--- src/rtl/pipe_stall_regs.sv ---
// ---------------------------------------------------------------------------
// pipe_stall_regs
//
// Sequential half of the load-use hazard logic. Holds the fetch PC, the IF/ID
// and ID/EX pipeline registers, and applies the hazard detector's decisions:
//   - PCWr / IF_ID_Wr low  : freeze PC / IF/ID
//   - stall nonzero        : insert a bubble into ID/EX
//   - flush                : redirect PC to branch_target, squash IF/ID + ID/EX
//   - mem_stall            : freeze every register and counter
// Priority per edge: mem_stall > flush > normal (PCWr / IF_ID_Wr / stall).
// It also keeps saturating bubble / flush counters for performance debug.
//
// Ports
//   clk, rst                       clock (rising edge), async active-high reset
//   PCWr, IF_ID_Wr, stall          hazard detector controls
//   flush, branch_target           EX-stage redirect
//   mem_stall                      data memory not ready
//   imem_instr                     instruction fetched at pc
//   id_rs1..id_ctrl                decoded fields of the IF/ID instruction
//   pc                             current fetch PC
//   if_id_*                        IF/ID register contents
//   id_ex_*                        ID/EX register contents
//   ID_EX_MR, ID_EX_RW             qualified MemRead / RegWrite back to detector
//   bubble_cnt, flush_cnt          saturating performance counters
// ---------------------------------------------------------------------------
module pipe_stall_regs #(
    parameter int              XLEN     = 32,
    parameter int              CTRL_W   = 8,
    parameter logic [XLEN-1:0] RESET_PC = '0,
    parameter int              CNT_W    = 16
) (
    input  logic              clk,
    input  logic              rst,
    input  logic              PCWr,
    input  logic              IF_ID_Wr,
    input  logic [1:0]        stall,
    input  logic              flush,
    input  logic [XLEN-1:0]   branch_target,
    input  logic              mem_stall,
    input  logic [31:0]       imem_instr,
    input  logic [4:0]        id_rs1,
    input  logic [4:0]        id_rs2,
    input  logic [4:0]        id_rd,
    input  logic [XLEN-1:0]   id_imm,
    input  logic [XLEN-1:0]   id_rdata1,
    input  logic [XLEN-1:0]   id_rdata2,
    input  logic [CTRL_W-1:0] id_ctrl,
    output logic [XLEN-1:0]   pc,
    output logic [XLEN-1:0]   if_id_pc,
    output logic [31:0]       if_id_instr,
    output logic              if_id_valid,
    output logic [XLEN-1:0]   id_ex_pc,
    output logic [4:0]        id_ex_rs1,
    output logic [4:0]        id_ex_rs2,
    output logic [4:0]        id_ex_rd,
    output logic [XLEN-1:0]   id_ex_imm,
    output logic [XLEN-1:0]   id_ex_rdata1,
    output logic [XLEN-1:0]   id_ex_rdata2,
    output logic [CTRL_W-1:0] id_ex_ctrl,
    output logic              id_ex_valid,
    output logic              ID_EX_MR,
    output logic              ID_EX_RW,
    output logic [CNT_W-1:0]  bubble_cnt,
    output logic [CNT_W-1:0]  flush_cnt
);

    localparam logic [31:0] NOP_INSTR = 32'h0000_0013;  // addi x0, x0, 0

    logic bubble_req;
    assign bubble_req = |stall;  // any nonzero stall code means bubble

    // PC and IF/ID
    // NOTE: sequential state uses non-blocking assignments so every register
    // samples the pre-edge values of the others, regardless of statement order.
    always_ff @(posedge clk or posedge rst) begin
        if (rst) begin
            pc          <= RESET_PC;
            if_id_pc    <= '0;
            if_id_instr <= NOP_INSTR;
            if_id_valid <= 1'b0;
        end else if (mem_stall) begin
            // hold everything; a pending flush is applied once memory is ready
        end else if (flush) begin
            pc          <= branch_target;
            if_id_pc    <= '0;
            if_id_instr <= NOP_INSTR;
            if_id_valid <= 1'b0;
        end else begin
            if (PCWr) begin
                pc <= pc + XLEN'(4);  // wraps silently at 2^XLEN
            end
            if (IF_ID_Wr) begin
                if_id_pc    <= pc;
                if_id_instr <= imem_instr;
                if_id_valid <= 1'b1;
            end
        end
    end

    // ID/EX: a bubble (flush or load-use) clears every field, not just valid,
    // so a squashed slot never looks like a stale instruction in a trace.
    always_ff @(posedge clk or posedge rst) begin
        if (rst) begin
            id_ex_pc     <= '0;
            id_ex_rs1    <= '0;
            id_ex_rs2    <= '0;
            id_ex_rd     <= '0;
            id_ex_imm    <= '0;
            id_ex_rdata1 <= '0;
            id_ex_rdata2 <= '0;
            id_ex_ctrl   <= '0;
            id_ex_valid  <= 1'b0;
        end else if (mem_stall) begin
            // hold
        end else if (flush || bubble_req) begin
            id_ex_pc     <= '0;
            id_ex_rs1    <= '0;
            id_ex_rs2    <= '0;
            id_ex_rd     <= '0;
            id_ex_imm    <= '0;
            id_ex_rdata1 <= '0;
            id_ex_rdata2 <= '0;
            id_ex_ctrl   <= '0;
            id_ex_valid  <= 1'b0;
        end else begin
            id_ex_pc     <= if_id_pc;
            id_ex_rs1    <= id_rs1;
            id_ex_rs2    <= id_rs2;
            id_ex_rd     <= id_rd;
            id_ex_imm    <= id_imm;
            id_ex_rdata1 <= id_rdata1;
            id_ex_rdata2 <= id_rdata2;
            // an invalid IF/ID slot must not carry live control into EX
            id_ex_ctrl   <= if_id_valid ? id_ctrl : '0;
            id_ex_valid  <= if_id_valid;
        end
    end

    // Saturating performance counters
    always_ff @(posedge clk or posedge rst) begin
        if (rst) begin
            bubble_cnt <= '0;
            flush_cnt  <= '0;
        end else if (!mem_stall) begin
            if (flush) begin
                if (flush_cnt != '1) begin
                    flush_cnt <= flush_cnt + 1'b1;
                end
            end else if (bubble_req) begin
                if (bubble_cnt != '1) begin
                    bubble_cnt <= bubble_cnt + 1'b1;
                end
            end
        end
    end

    assign ID_EX_MR = id_ex_ctrl[1] & id_ex_valid;
    assign ID_EX_RW = id_ex_ctrl[0] & id_ex_valid;

endmodule
--- config.mk ---
export PLATFORM = sky130hd
export DESIGN_NAME = pipe_stall_regs
export DESIGN_NICKNAME = d
export VERILOG_FILES = /design/src/rtl/pipe_stall_regs.sv
export SDC_FILE = /design/constraint.sdc
export NUM_CORES = 1
export LEC_CHECK = 0
export ABC_AREA = 1
export BUFFER_PORTS_ARGS = -buffer_cell sky130_fd_sc_hd__buf_4
export CORE_ASPECT_RATIO = 0.6
export CORE_MARGIN = 2
export CORE_UTILIZATION = 40
export DETAILED_ROUTE_END_ITERATION = 7
export HOLD_SLACK_MARGIN = 0.08
export MAX_ROUTING_LAYER = met4
export PLACE_DENSITY = 0.68
export SKIP_LAST_GASP = 1
export SLEW_MARGIN = 20
export SYNTH_ARGS = -nofsm -noshare
export SYNTH_HDL_FRONTEND = slang
export SYNTH_SLANG_ARGS = --single-unit
--- constraint.sdc ---
create_clock -name clk -period 11.8 [get_ports clk]
set_input_delay 2.36 -clock clk [delete_from_list [all_inputs] [get_ports clk]]
set_output_delay 2.36 -clock clk [all_outputs]
set_load 0.01 [all_outputs]
==> results.sh <==
export IMPL_status="complete, no violations"
export IMPL_fin_skew_ps=21.4
export IMPL_die_area_um2=31800
export IMPL_fmax_mhz=219
export IMPL_vias=10800
export IMPL_syn2layout_area_growth_pct=39.1
export IMPL_grt_pass1_vias=10300
export IMPL_swShare_pct=29.5
export IMPL_initial_core_util_pct=40.5
export IMPL_overflow=0
export IMPL_cts_setup_buffers=0
export IMPL_combPwrFrac_pct=19.0
export IMPL_muxShareOfSynthArea_pct=0
export IMPL_synth_fa_ha_area_share_pct=0.310
export IMPL_drc=0
export IMPL_syn_avg_cell_area_um2=9.90
export IMPL_crit_slowest_cell="clkinv_1"
export IMPL_cts_sinks=281
export IMPL_critPathMaxStageDelay_ps=960
export IMPL_setup_tns_ps=0
export IMPL_fillers=2681
export IMPL_pwr_share_seq_pct=44.5
export IMPL_h_tree_depth=1
export IMPL_post_cts_resize_count=0
export IMPL_antenna_found_initial=9
export IMPL_floorplan_die_height_um=139
export IMPL_drv_slew=0
export IMPL_place_hpwl_um=30700
export IMPL_p_sw_mw=0.758
export IMPL_synth_top_cell_by_area="dfrtp_1"
export IMPL_finalCriticalPeriod_ps=4560
export IMPL_tightest_slew_ps=1040
export IMPL_die_w_um=229
export IMPL_path_cells="buf_4 -> nor2_1 -> inv_1 -> nor2_4 -> clkinv_1 -> o21ai_0"
export IMPL_synth_compound_area_share_pct=17.2
export IMPL_cap_violations=0
export IMPL_rsz0062_at_grt="no"
export IMPL_wl_per_cell_um=19.9
export IMPL_holdPathEnd="id_ex_pc[12]$_DFFE_PP0N_"
export IMPL_critPathCaptureType="register"
export IMPL_yosysSeqAreaShare_pct=58.0
export IMPL_ys_types=37
export IMPL_via_per_inst=5.10
export IMPL_port_buffers=473
export IMPL_worstSetupPathType="in2reg"
export IMPL_setup_violations=0
export IMPL_vdd_drop_max_mv=0.0998
export IMPL_required_ps=12220
export IMPL_finalHoldViolations=0
export IMPL_drtPass1Iterations=5
export IMPL_cpLargestDelayFamily="buffers and inverters"
export IMPL_final_cell_mix="476 x buf_4, 279 x nand2_1, 278 x dfrtp_1, 140 x a22o_1, 107 x inv_1"
export IMPL_reg2regPathDepth=9
export IMPL_gp_congestion=0.929
export IMPL_arrival_ps=4990
export IMPL_synth_simple_gate_area_share_pct=16.1
export IMPL_min_from="id_ex_pc[12]$_DFFE_PP0N_"
export IMPL_root_buffer="clkbuf_16"
export IMPL_drive_above_1_share_pct=34.5
export IMPL_drt_wl_total_um=42000
export IMPL_cts_buffers=28
export IMPL_yosys_warnings=0
export IMPL_grt_usage_pct=26.5
export IMPL_grt_pass1_wl_um=63200
export IMPL_synth_xor_area_share_pct=1.52
export IMPL_p_per_area_nw_per_um2=152
export IMPL_ant_nets=0
export IMPL_hold_depth=2
export IMPL_layout_commonest_cell="buf_4"
export IMPL_p_clk_share_pct=36.5
export IMPL_post_route_util_pct=56.4
export IMPL_nets=1866
export IMPL_syn_nets=1419
export IMPL_period_share_pct=38.7
export IMPL_hold_buffers=0
export IMPL_relSlewSlack_pct=30.9
export IMPL_yosysTopAreaCellShare_pct=57.4
export IMPL_clk_latency_ps=550
export IMPL_syn_area_um2=12100
export IMPL_synth_area_leaders="dfrtp_1 57%, a22o_1 10%, nand2_1 8.6%"
export IMPL_internal_power_mw=1.81
export IMPL_grt_max_degree=185
export IMPL_cp_start_kind="input pin"
export IMPL_cp_buffers_inverters=3
export IMPL_hold_class="reg2reg"
export IMPL_syn_inst=1225
export IMPL_synth_top_family_by_area="compound AO/OA/AOI/OAI gates"
export IMPL_cts_tree="yes"
export IMPL_coreArea_um2=29900
export IMPL_clockBufferDepth=3
export IMPL_critPathMaxFanout=32
export IMPL_path_clk_slew_ps=60
export IMPL_r2r_slack_ps=9400
export IMPL_drtIter0Drc=777
export IMPL_synth_seq_cells=281
export IMPL_r2r_end="bubble_cnt[6]$_DFFE_PP0P_"
export IMPL_p_leak_nw=8.67
export IMPL_rows=49
export IMPL_crit_reg2reg_launch="bubble_cnt[0]$_DFFE_PP0P_"
export IMPL_ios=474
-- power groups by stage --
stage / logic [mW] / clock network [mW] / registers [mW]
after detailed placement: 0.490 / 0 / 1.16
after CTS: 0.492 / 0.955 / 1.14
after global placement: 0.483 / 0 / 1.16
after global routing: 0.534 / 0.997 / 1.16
after floorplan: 0.205 / 0 / 1.17
final: 0.489 / 0.937 / 1.14
-- state kept, by name, summed over array words and instances, names as in the netlist, 8 cells and up --
register,count
bubble_cnt,16
flush_cnt,16
id_ex_ctrl,8
id_ex_imm,32
id_ex_pc,32
id_ex_rdata1,32
id_ex_rdata2,32
if_id_instr,32
if_id_pc,32
pc,32
-- area by class of cell --
type                    count  area [um2]  share of cell area (%)
repair buffers            479        3630                    21.5
flip-flops and latches    281        7040                    41.7
clock inverters            13         129                   0.764
clock buffers              39         833                    4.94
well taps                 408         510                    3.03
multi-input cells         764        4250                    25.2
inverters                 118         453                    2.69
diodes                      9        22.5                   0.134
-- kinds of logic after synthesis --
logic type / after synthesis
simple gates: 464
flops: 281
compound gates: 276
buf+inv: 180
xor+xnor: 21
fa+ha+maj: 3
-- layer usage --
| layer | vias to the layer above | wire, um | global-route usage [%] |
|---|---|---|---|
| met5 | - | 0 | - |
| met4 | 0 | 1220 | 8.61 |
| met3 | 69 | 2680 | 5.16 |
| met2 | 390 | 19600 | 39.9 |
| met1 | 5293 | 18500 | 36.3 |
| li1 | 5020 | - | - |
-- worst reg2reg max path: stages (launching register included) --
cell and delay [ps]:
dfrtp_1 450, ha_1 280, inv_1 100, nor2_2 60
nand2_1 100, o21ai_1 90, nor2_2 780, inv_2 250
nand2_1 130, nand2_1 60
-- through the flow --
step                      instance area (um2)  total power [mW]  worst slack, ps  std cells  hold slack (ps)
after floorplan                         12100              1.38             1690       1225              519
after global placement                  15900              1.64             7120       2049              470
after detailed placement                15900              1.65             7030       2049              478
after CTS                               16800              2.59             7630       2101              494
after global routing                    16900              2.69             6990       2111              520
final                                   16900              2.57             7240       2111              487
-- how the worst max path moves through the flow --
stage	from	endpoint	slack, ps	cells after the start
2_1_floorplan	rst	bubble_cnt[0]$_DFFE_PP0P_	1690	1
3_3_place_gp	stall[1]	id_ex_rd[0]$_DFFE_PP0N_	7120	6
3_5_place_dp	stall[1]	id_ex_rs2[1]$_DFFE_PP0N_	7030	6
4_1_cts	stall[1]	id_ex_imm[30]$_DFFE_PP0N_	7630	6
5_1_grt	stall[1]	id_ex_pc[25]$_DFFE_PP0N_	6990	6
6_report	stall[1]	id_ex_pc[29]$_DFFE_PP0N_	7240	6
-- synth_stat cells --
cell type  number
xor2_1         17
a21oi_1        12
xnor2_1         4
inv_4           1
a31oi_1         1
a32o_1          9
nor2_4          6
inv_2           8
dfrtp_1       278
a22o_1        140
nand2_1       279
buf_1           2
clkbuf_1       15
nor3_2          1
o22a_1          3
nand4_1         6
nand2_4         1
nand3_2         2
nor2_2          6
o21ai_0        54
o21ai_1         6
nor2_1         92
dfstp_2         3
buf_2          24
o21ai_2        17
nand3_1        48
nor3_1         12
o22ai_1        27
inv_1         109
a21oi_2         1
o211ai_1        6
buf_4           7
ha_1            3
nand3b_1        1
nand2_2         9
buf_6          14
and2_4          1
Note: power is estimated with default switching activity, not from simulation.
